===== config.mk =====
export PLATFORM = sky130hd
export DESIGN_NAME = bcd_count99
export DESIGN_NICKNAME = d
export VERILOG_FILES = /design/src/rtl/bcd_count99_pkg.sv /design/src/rtl/bcd_count99_debounce.sv /design/src/rtl/bcd_count99.sv
export SDC_FILE = /design/constraint.sdc
export NUM_CORES = 1
export LEC_CHECK = 0
export BUFFER_PORTS_ARGS = -buffer_cell sky130_fd_sc_hd__buf_2
export CORE_MARGIN = 2
export CORE_UTILIZATION = 50
export DETAILED_ROUTE_END_ITERATION = 10
export HOLD_SLACK_MARGIN = 0.08
export PLACE_DENSITY = 0.76
export SLEW_MARGIN = 20
export SYNTH_ARGS = -nofsm -noshare
export SYNTH_HDL_FRONTEND = slang
export SYNTH_SLANG_ARGS = --single-unit

===== constraint.sdc =====
create_clock -name clk -period 6.1 [get_ports clk]
set_clock_uncertainty 0.15 [all_clocks]
set_input_delay 0.305 -clock clk [delete_from_list [all_inputs] [get_ports clk]]
set_output_delay 0.305 -clock clk [all_outputs]
set_load 0.02 [all_outputs]

===== src/rtl/bcd_count99_pkg.sv =====
// Shared types and constants for the two-digit BCD counter and its button debouncer.
package bcd_count99_pkg;

    // Largest legal value of one BCD digit
    localparam logic [3:0] BCD_MAX = 4'd9;

    typedef logic [3:0] digit_t;

    // Debouncer states: a settled level, or a candidate level being confirmed
    typedef enum logic [1:0] {
        STABLE_LO = 2'd0,
        WAIT_HI   = 2'd1,
        STABLE_HI = 2'd2,
        WAIT_LO   = 2'd3
    } db_state_t;

endpackage


===== src/rtl/bcd_count99_debounce.sv =====
// Push-button conditioner: two-flop synchronizer, stability FSM, one-cycle press pulse.
module btn_debounce
    import bcd_count99_pkg::*;
#(
    parameter int DB_CYCLES = 1_000_000
) (
    input  logic clk,
    input  logic rst_n,
    input  logic btn,
    output logic pulse
);

    localparam int            CW       = $clog2(DB_CYCLES + 1);
    localparam logic [CW-1:0] CNT_LAST = CW'(DB_CYCLES - 1);

    logic          s1, s2;
    db_state_t     state, state_nxt;
    logic [CW-1:0] cnt;
    logic          done;

    // The entering sample already counts as the first differing one
    assign done = (cnt >= CNT_LAST);

    // Two-flop synchronizer on the raw button
    always_ff @(posedge clk or negedge rst_n) begin
        if (!rst_n) begin
            s1 <= 1'b0;
            s2 <= 1'b0;
        end else begin
            s1 <= btn;
            s2 <= s1;
        end
    end

    // State register
    always_ff @(posedge clk or negedge rst_n) begin
        if (!rst_n) state <= STABLE_LO;
        else        state <= state_nxt;
    end

    // Next-state: any sample back at the old level aborts the candidate
    always_comb begin
        state_nxt = state;
        case (state)
            STABLE_LO: if (s2)  state_nxt = WAIT_HI;
            WAIT_HI:   if (!s2) state_nxt = STABLE_LO;
                       else if (done) state_nxt = STABLE_HI;
            STABLE_HI: if (!s2) state_nxt = WAIT_LO;
            WAIT_LO:   if (s2)  state_nxt = STABLE_HI;
                       else if (done) state_nxt = STABLE_LO;
            default:   state_nxt = STABLE_LO;
        endcase
    end

    // Stability counter: counts consecutive differing samples while waiting
    always_ff @(posedge clk or negedge rst_n) begin
        if (!rst_n) begin
            cnt <= '0;
        end else if (state_nxt == WAIT_HI || state_nxt == WAIT_LO) begin
            cnt <= (state_nxt == state) ? cnt + 1'b1 : CW'(1);
        end else begin
            cnt <= '0;
        end
    end

    // Output: pulse only on a confirmed press, never on release
    always_comb begin
        pulse = (state == WAIT_HI) && (state_nxt == STABLE_HI);
    end

endmodule


===== src/rtl/bcd_count99.sv =====
// Two-digit BCD up/down counter (00..99) advanced by a prescaler tick or a debounced button.
module bcd_count99
    import bcd_count99_pkg::*;
#(
    parameter int CLK_HZ    = 100_000_000,
    parameter int TICK_HZ   = 1,
    parameter int DB_CYCLES = 1_000_000
) (
    input  logic   clk,
    input  logic   rst_n,
    input  logic   en,
    input  logic   up_dn,
    input  logic   clr,
    input  logic   btn_step,
    output digit_t units,
    output digit_t tens,
    output logic   wrap
);

    localparam int            DIV      = CLK_HZ / TICK_HZ;
    localparam int            PW       = (DIV > 1) ? $clog2(DIV) : 1;
    localparam logic [PW-1:0] PRE_LAST = PW'(DIV - 1);

    logic [PW-1:0] pre;
    logic          tick, step, adv;
    digit_t        units_nxt, tens_nxt;
    logic          wrap_nxt;

    btn_debounce #(
        .DB_CYCLES (DB_CYCLES)
    ) u_db (
        .clk   (clk),
        .rst_n (rst_n),
        .btn   (btn_step),
        .pulse (step)
    );

    // Terminal-count tick; frozen prescaler never ticks
    assign tick = en && (pre == PRE_LAST);
    // A tick and a step in the same cycle merge into one advance
    assign adv  = tick || step;

    // Prescaler: free-runs while enabled, holds otherwise
    always_ff @(posedge clk or negedge rst_n) begin
        if (!rst_n)  pre <= '0;
        else if (clr) pre <= '0;
        else if (en)  pre <= tick ? '0 : pre + 1'b1;
    end

    // Next digit values for one BCD step in the selected direction
    always_comb begin
        units_nxt = units;
        tens_nxt  = tens;
        wrap_nxt  = 1'b0;
        if (adv) begin
            if (up_dn) begin
                if (units >= BCD_MAX) begin
                    units_nxt = 4'd0;
                    if (tens >= BCD_MAX) begin
                        tens_nxt = 4'd0;
                        wrap_nxt = 1'b1;
                    end else begin
                        tens_nxt = tens + 4'd1;
                    end
                end else begin
                    units_nxt = units + 4'd1;
                end
            end else begin
                if (units == 4'd0) begin
                    units_nxt = BCD_MAX;
                    if (tens == 4'd0) begin
                        tens_nxt = BCD_MAX;
                        wrap_nxt = 1'b1;
                    end else begin
                        tens_nxt = tens - 4'd1;
                    end
                end else begin
                    units_nxt = units - 4'd1;
                end
            end
        end
    end

    // Digit and wrap registers; clear wins over any advance
    always_ff @(posedge clk or negedge rst_n) begin
        if (!rst_n) begin
            units <= 4'd0;
            tens  <= 4'd0;
            wrap  <= 1'b0;
        end else if (clr) begin
            units <= 4'd0;
            tens  <= 4'd0;
            wrap  <= 1'b0;
        end else begin
            units <= units_nxt;
            tens  <= tens_nxt;
            wrap  <= wrap_nxt;
        end
    end

endmodule


Word level (Yosys, flattened, before mapping):

Index checks and enable logic that the tools add are counted.

* bits in registers: 60
* latch bits: 0
* RAM bits: 0
* bits in read-only memories: 0
* bits of input ports: 6
* output and inout port bits: 9
* word-level logic and storage cells: 68
* memories kept: 0

* add/sub/neg operators: 6
* multiply operators: 0
* divide/modulo/power cells: 0
* $lt $le $gt $ge: 3
* equal/unequal tests: 9
* shift operators: 0
* multiplexer cells: 31
* bitwise logic cells: 0
* reduce and logical (&&, ||, !) cells: 11

Operators with widths (count)
* $mux W27: 3
* $mux W4: 12
* $mux W20: 2
* $add A27 B1 Y27 const B: 1
* $eq A27 B27 Y1 const B: 1
* $add A20 B1 Y20 const B: 1
* $ge A20 B20 Y1 const B: 1
* $mux W2: 6
* $add A4 B1 Y4 const B: 2
* $eq A2 B2 Y1 const B: 4
* $ge A4 B4 Y1 const B: 2
* $logic_not A4 Y1: 2
* $pmux W2 S4: 1
* $sub A4 B1 Y4 const B: 2
* $mux W1: 7
* $eq A2 B1 Y1 const B: 2
* $reduce_bool A2 Y1: 2
* $ne A3 B1 Y1 const B: 1
* $reduce_and A3 Y1: 1
* $reduce_bool A3 Y1: 1
* $eq A2 B2 Y1: 1
* $logic_and A1 B1 Y1: 2
* $logic_not A2 Y1: 1
* $logic_or A1 B1 Y1: 2

Depth between registers and ports, before layout:

* depth after elaboration: 9
* gate-level depth with buffers: 8
* mapped depth without buffers: 8

Hierarchy:

From an unflattened synthesis, not the netlist that was laid out.

* cell total of the unflattened synthesis: 379
* area total of the unflattened synthesis: 3601.0 sq um

Modules (own cells, without submodules)
* bcd_count99: instances 1, cells an instance 247, area an instance 2233.4 sq um, seq. area each 900.9 sq um
* btn_debounce: instances 1, cells an instance 132, area an instance 1367.6 sq um, seq. area each 600.6 sq um

Least setup slack after synthesis:

Ideal clock, no wire load.

* kind: reg-to-reg
* start: reg units[0]
* end: reg tens[2]
* library setup time: 0.121 ns
* arrival time: 2.156 ns
* data required time: 5.829 ns
* path slack: 3.673 ns
* stages on the path, launching flop included: 9
* buffers on the path: 0
* period minus slack after synthesis: 2.427 ns
* cells stage by stage: dfrtp_1 inv_1 ha_1 or3b_1 a31oi_1 o31ai_1 a31oi_1 a21oi_1 o22a_1

* word-level cells in the longest chain between the ends: 3
* elaborated cells between the ends (all ways): 5
* classes of those cells: order compare: 1; eq/ne: 1; reduce/logical: 3

RTL lines
* from (decl): RTL line bcd_count99.sv:15 `output digit_t units,`
* from (signal assigned): RTL line bcd_count99.sv:95 `units <= units_nxt;`
* $ge A4 B4 Y1 or $logic_not A4 Y1 (tied branches): RTL line bcd_count99.sv:57, bcd_count99.sv:69
* $ne A3 B1 Y1 (no source line) or $reduce_bool A3 Y1 (tied branches)
* $reduce_and A3 Y1 (no source line) (*)
* to (signal assigned): RTL line bcd_count99.sv:96 `tens <= tens_nxt;`
* to (decl): RTL line bcd_count99.sv:16 `output digit_t tens,`

Mark *: on every way between the ends. The rest lies on a longest branch, timed or not.
A chain may end at the register's enable or synchronous reset.

Final worst setup path:

Same ends and word-level chain as after synthesis.

==> implementation parameters <==
Parameter                              Value

Worst setup path
  Worst Setup Path Type ... flop to flop
  Biggest fanout along the worst timing path ... 9
  Category of the worst setup path capture point ... flop
  Signal arrival time at the worst endpoint ... ~2700 ps
  Slowest cell delay on critical path ... around 470 ps
  Delay-heaviest family, CP ... compound AO/OA/AOI/OAI gates
  Worst EP required ... between 6000 and 7000 ps
  Crit path buffers/inverters ... 1
  Sequence of cells on the critical path ... inv_1 > ha_1 > or3b_1 > a31oi_1 > o31ai_1 > a31oi_1 > a21oi_1 > o22a_1
  Startpoint type of the worst setup path ... flop
  Slowest stage cell, crit path ... dfrtp_1
  Top cell by count, worst path ... a31oi_1

Flow run
  Maxcap violations ... 0

STA
  Unrepaired setup endpoints after global routing ... no
  Number of endpoints failing setup at the final stage ... 0
  Worst Tran Pin Value ... between 700 and 800 ps
  Pins over their slew limit ... 0
  Final number of hold-violating endpoints ... 0
  Worst max-slew margin expressed relative to the limit ... 0.493
  Achievable clock frequency ... 382 MHz
  Final clock period utilization by the worst path ... 0.430
  Clock period minus final worst setup slack ... 2620 ps
  Post-Route Setup TNS ... 0 ps
  Final WS setup ... 3480 ps

Die
  Starting density of the core ... 0.510
  CORE AREA ... 6680 µm²
  Count of boundary I/O pins ... 15
  Row Count ... 30
  Die Span X ... around 87 µm
  Area of the die ... ~7500 µm²
  DIE HEIGHT ... approximately 87 µm

Clock network
  Root Driver ... clkbuf_8
  TritonCTS clock tree ... yes
  Clock Pin Slew Worst Setup and Hold Paths ... 70 ps
  Clock latency on the worst-skew pair ... 330 ps
  Total clock buffers created by CTS ... 9
  Clock tree buffer depth ... 2
  Total clock sinks ... 60
  H-tree level count ... 3

Place
  Number of cells after detailed placement ... 452
  Post-placement worst setup slack ... 3520 ps
  Hpwl dp ... 4640 µm
  Gp weighted congestion ... 0.887
  Input/output buffers ... 14

Finish
  Filler Cell Count ... 597
  Post-Layout Cell Count ... 470
  Final core utilization ... 0.566
  Proportion of layout cells with a drive suffix above 1 ... 0.110
  Area growth from synthesis to layout ... 10.8%
  Number of nets in the finished design ... 399
  Diode insertion count for antenna repair ... 0

Route
  Drt drc ... 0
  First-pass DRT Iterations ... 4
  Detail-routed via count per cell ... 5.83
  Count of routing violations after the opening detailed-route iteration ... 156
  Number of nets still failing antenna checks after routing ... 0
  Wire per inst ... between 10 and 15 µm
  Vias post-DR ... 2738
  Routed wire length ... 6820 µm

Synthesis
  Netlist area before placement ... 3410 µm²
  Nets in the synthesized netlist ... 382
  Number of distinct library cells after synthesis ... 56
  Synth top area cells ... dfrtp_1, nor2_1, xor2_1, nand3_1, a21oi_1
  Share of flip-flops with an asynchronous set or reset ... 1.00
  Most used standard cell by instance count after synthesis ... dfrtp_1
  Mapped Avg Cell Area ... 9.27 µm²
  Register area share after synthesis ... 0.440
  Number of synthesized flops with an enable pin ... 0
  Synth top cells by count ... dfrtp_1, nor2_1, nand2_1, nand3_1, xor2_1
  Library cell with the largest summed area after synthesis ... dfrtp_1
  Number of storage elements in the synthesis netlist ... 60
  Fraction of post-synthesis cell area in the top cell type by area ... 0.440
  Cells after Synth ... about 370
  Top_reg_cell synth ... dfrtp_1
  Syn. warnings ... 0

Worst hold path
  Kind of path behind the tightest hold check ... input pin to flop

GRT
  Antenna violations before repair ... 0
  Total routing usage reported by global routing ... 0.203
  Wire length of the first global-routing pass ... between 10000 and 15000 µm
  Via count of the first global-routing pass ... 2674
  Pin count of the biggest net entering global routing ... 61
  Global route total overflow ... 0

Outcome
  Outcome ... finished clean

Power and ir drop
  Power per cell area ... between 200 and 250 nW/µm²
  Leakage ... 1.61 nW
  Max IR drop VDD ... about 0.00014 V
[per-stage QoR]
| step | cell area (µm²) | power [mW] | hold WS [ps] |
|---|---|---|---|
| finish | 3780 | 0.932 | 187 |
| global route | 3780 | 0.971 | 195 |
| CTS | 3780 | 0.939 | 168 |
| detailed placement | 3540 | 0.546 | 198 |
| global placement | 3540 | 0.543 | 187 |
| floorplan | 3410 | 0.509 | -141 |
[where the power goes]
part           internal [mW]  switching [mW]  total (mW)  leakage [nW]
Combinational         0.0385          0.0707       0.109         0.681
Sequential             0.410          0.0216       0.432         0.820
Clock                  0.239           0.152       0.391         0.113
Total                  0.688           0.244       0.932          1.61
[cell type report]
class,count,area (µm²),share of cell area
multi-input combinational,284,1810,0.480
sequential,60,1500,0.397
clock buffer,11,141,0.0374
tap,80,100,0.0265
timing repair buffer,17,97.6,0.0258
clock inverter,5,75.1,0.0199
inverter,13,48.8,0.0129
[layout by cell type, fill, tap and decap left out, types with 2 or more instances in the layout]
cell	n
xor2_1	24
bufinv_16	2
dlygate4sd3_1	2
o211a_1	2
and3_1	8
nand4b_1	2
o21a_1	3
clkinv_2	3
mux2_2	2
nor4_1	3
nand3_1	25
and2_1	3
a21oi_1	20
clkbuf_8	10
inv_1	13
o211ai_1	2
ha_1	8
o21ai_0	11
buf_2	14
o21ai_1	2
or4_1	6
nor2b_1	3
nand2_1	25
dfrtp_1	60
nand4_1	9
or3_1	5
nor2_1	56
xnor2_1	11
a31oi_1	7
and4_1	5
o31ai_1	8
nor3_1	7
[registers in the layout (all words and copies together), names as in the netlist]
signal / count
pre: 27
wrap: 1
u_db.state: 2
u_db.s2: 1
units: 4
tens: 4
u_db.cnt: 20
u_db.s1: 1
[worst reg2reg max path, cell delays in order, from the launching register on]
cell and delay (ps):
dfrtp_1 470, inv_1 120, ha_1 280, or3b_1 390
a31oi_1 390, o31ai_1 110, a31oi_1 340, a21oi_1 70
o22a_1 200
[path summary, 6_finish.rpt]
check / endpoint / slack, ps / cells after the start / from
setup reg to reg: tens[2]$_DFFE_PN0P_ / 3480 / 8 / units[0]$_DFFE_PN0P_
max in group asynchronous: u_db.cnt[12]$_DFF_PN0_ / 4790 / 3 / rst_n
hold reg to reg: u_db.s2$_DFF_PN0_ / 210 / 0 / u_db.s1$_DFF_PN0_
hold / removal: pre[20]$_DFFE_PN0P_ / 190 / 3 / en
setup / recovery: tens[2]$_DFFE_PN0P_ / 3480 / 8 / units[0]$_DFFE_PN0P_
min in group asynchronous: u_db.cnt[7]$_DFF_PN0_ / 520 / 3 / rst_n
[repair_timing]
item | 4_1_cts | 5_1_grt
setup endpoints to repair | 0 | 0
endpoints found under the hold margin | 61 | 0
setup buffers | 0 | 0
resized for setup | 0 | 0
hold buffers | 2 | 0
[per-layer routing]
metal / track usage / share of wire
met1: 0.294 / 0.48
met2: 0.308 / 0.47
met3: 0.0343 / 0.035
met4: 0.0739 / 0.012
met5: 0 / 0
[cell families (layout without fill, tap and decap cells)]
kind of cell | after synthesis | after routing | share of synthesized area
xor gates and xnor gates | 35 | 35 | 0.0899
DFF | 60 | 60 | 0.440
buffers and inverters | 24 | 46 | 0.0275
AOI/OAI and AO/OA | 67 | 67 | 0.134
muxes | 3 | 3 | 0.00954
and+or+nand+nor | 171 | 171 | 0.269
adders and majority gates | 8 | 8 | 0.0294
(Power assumes the default switching activity.)
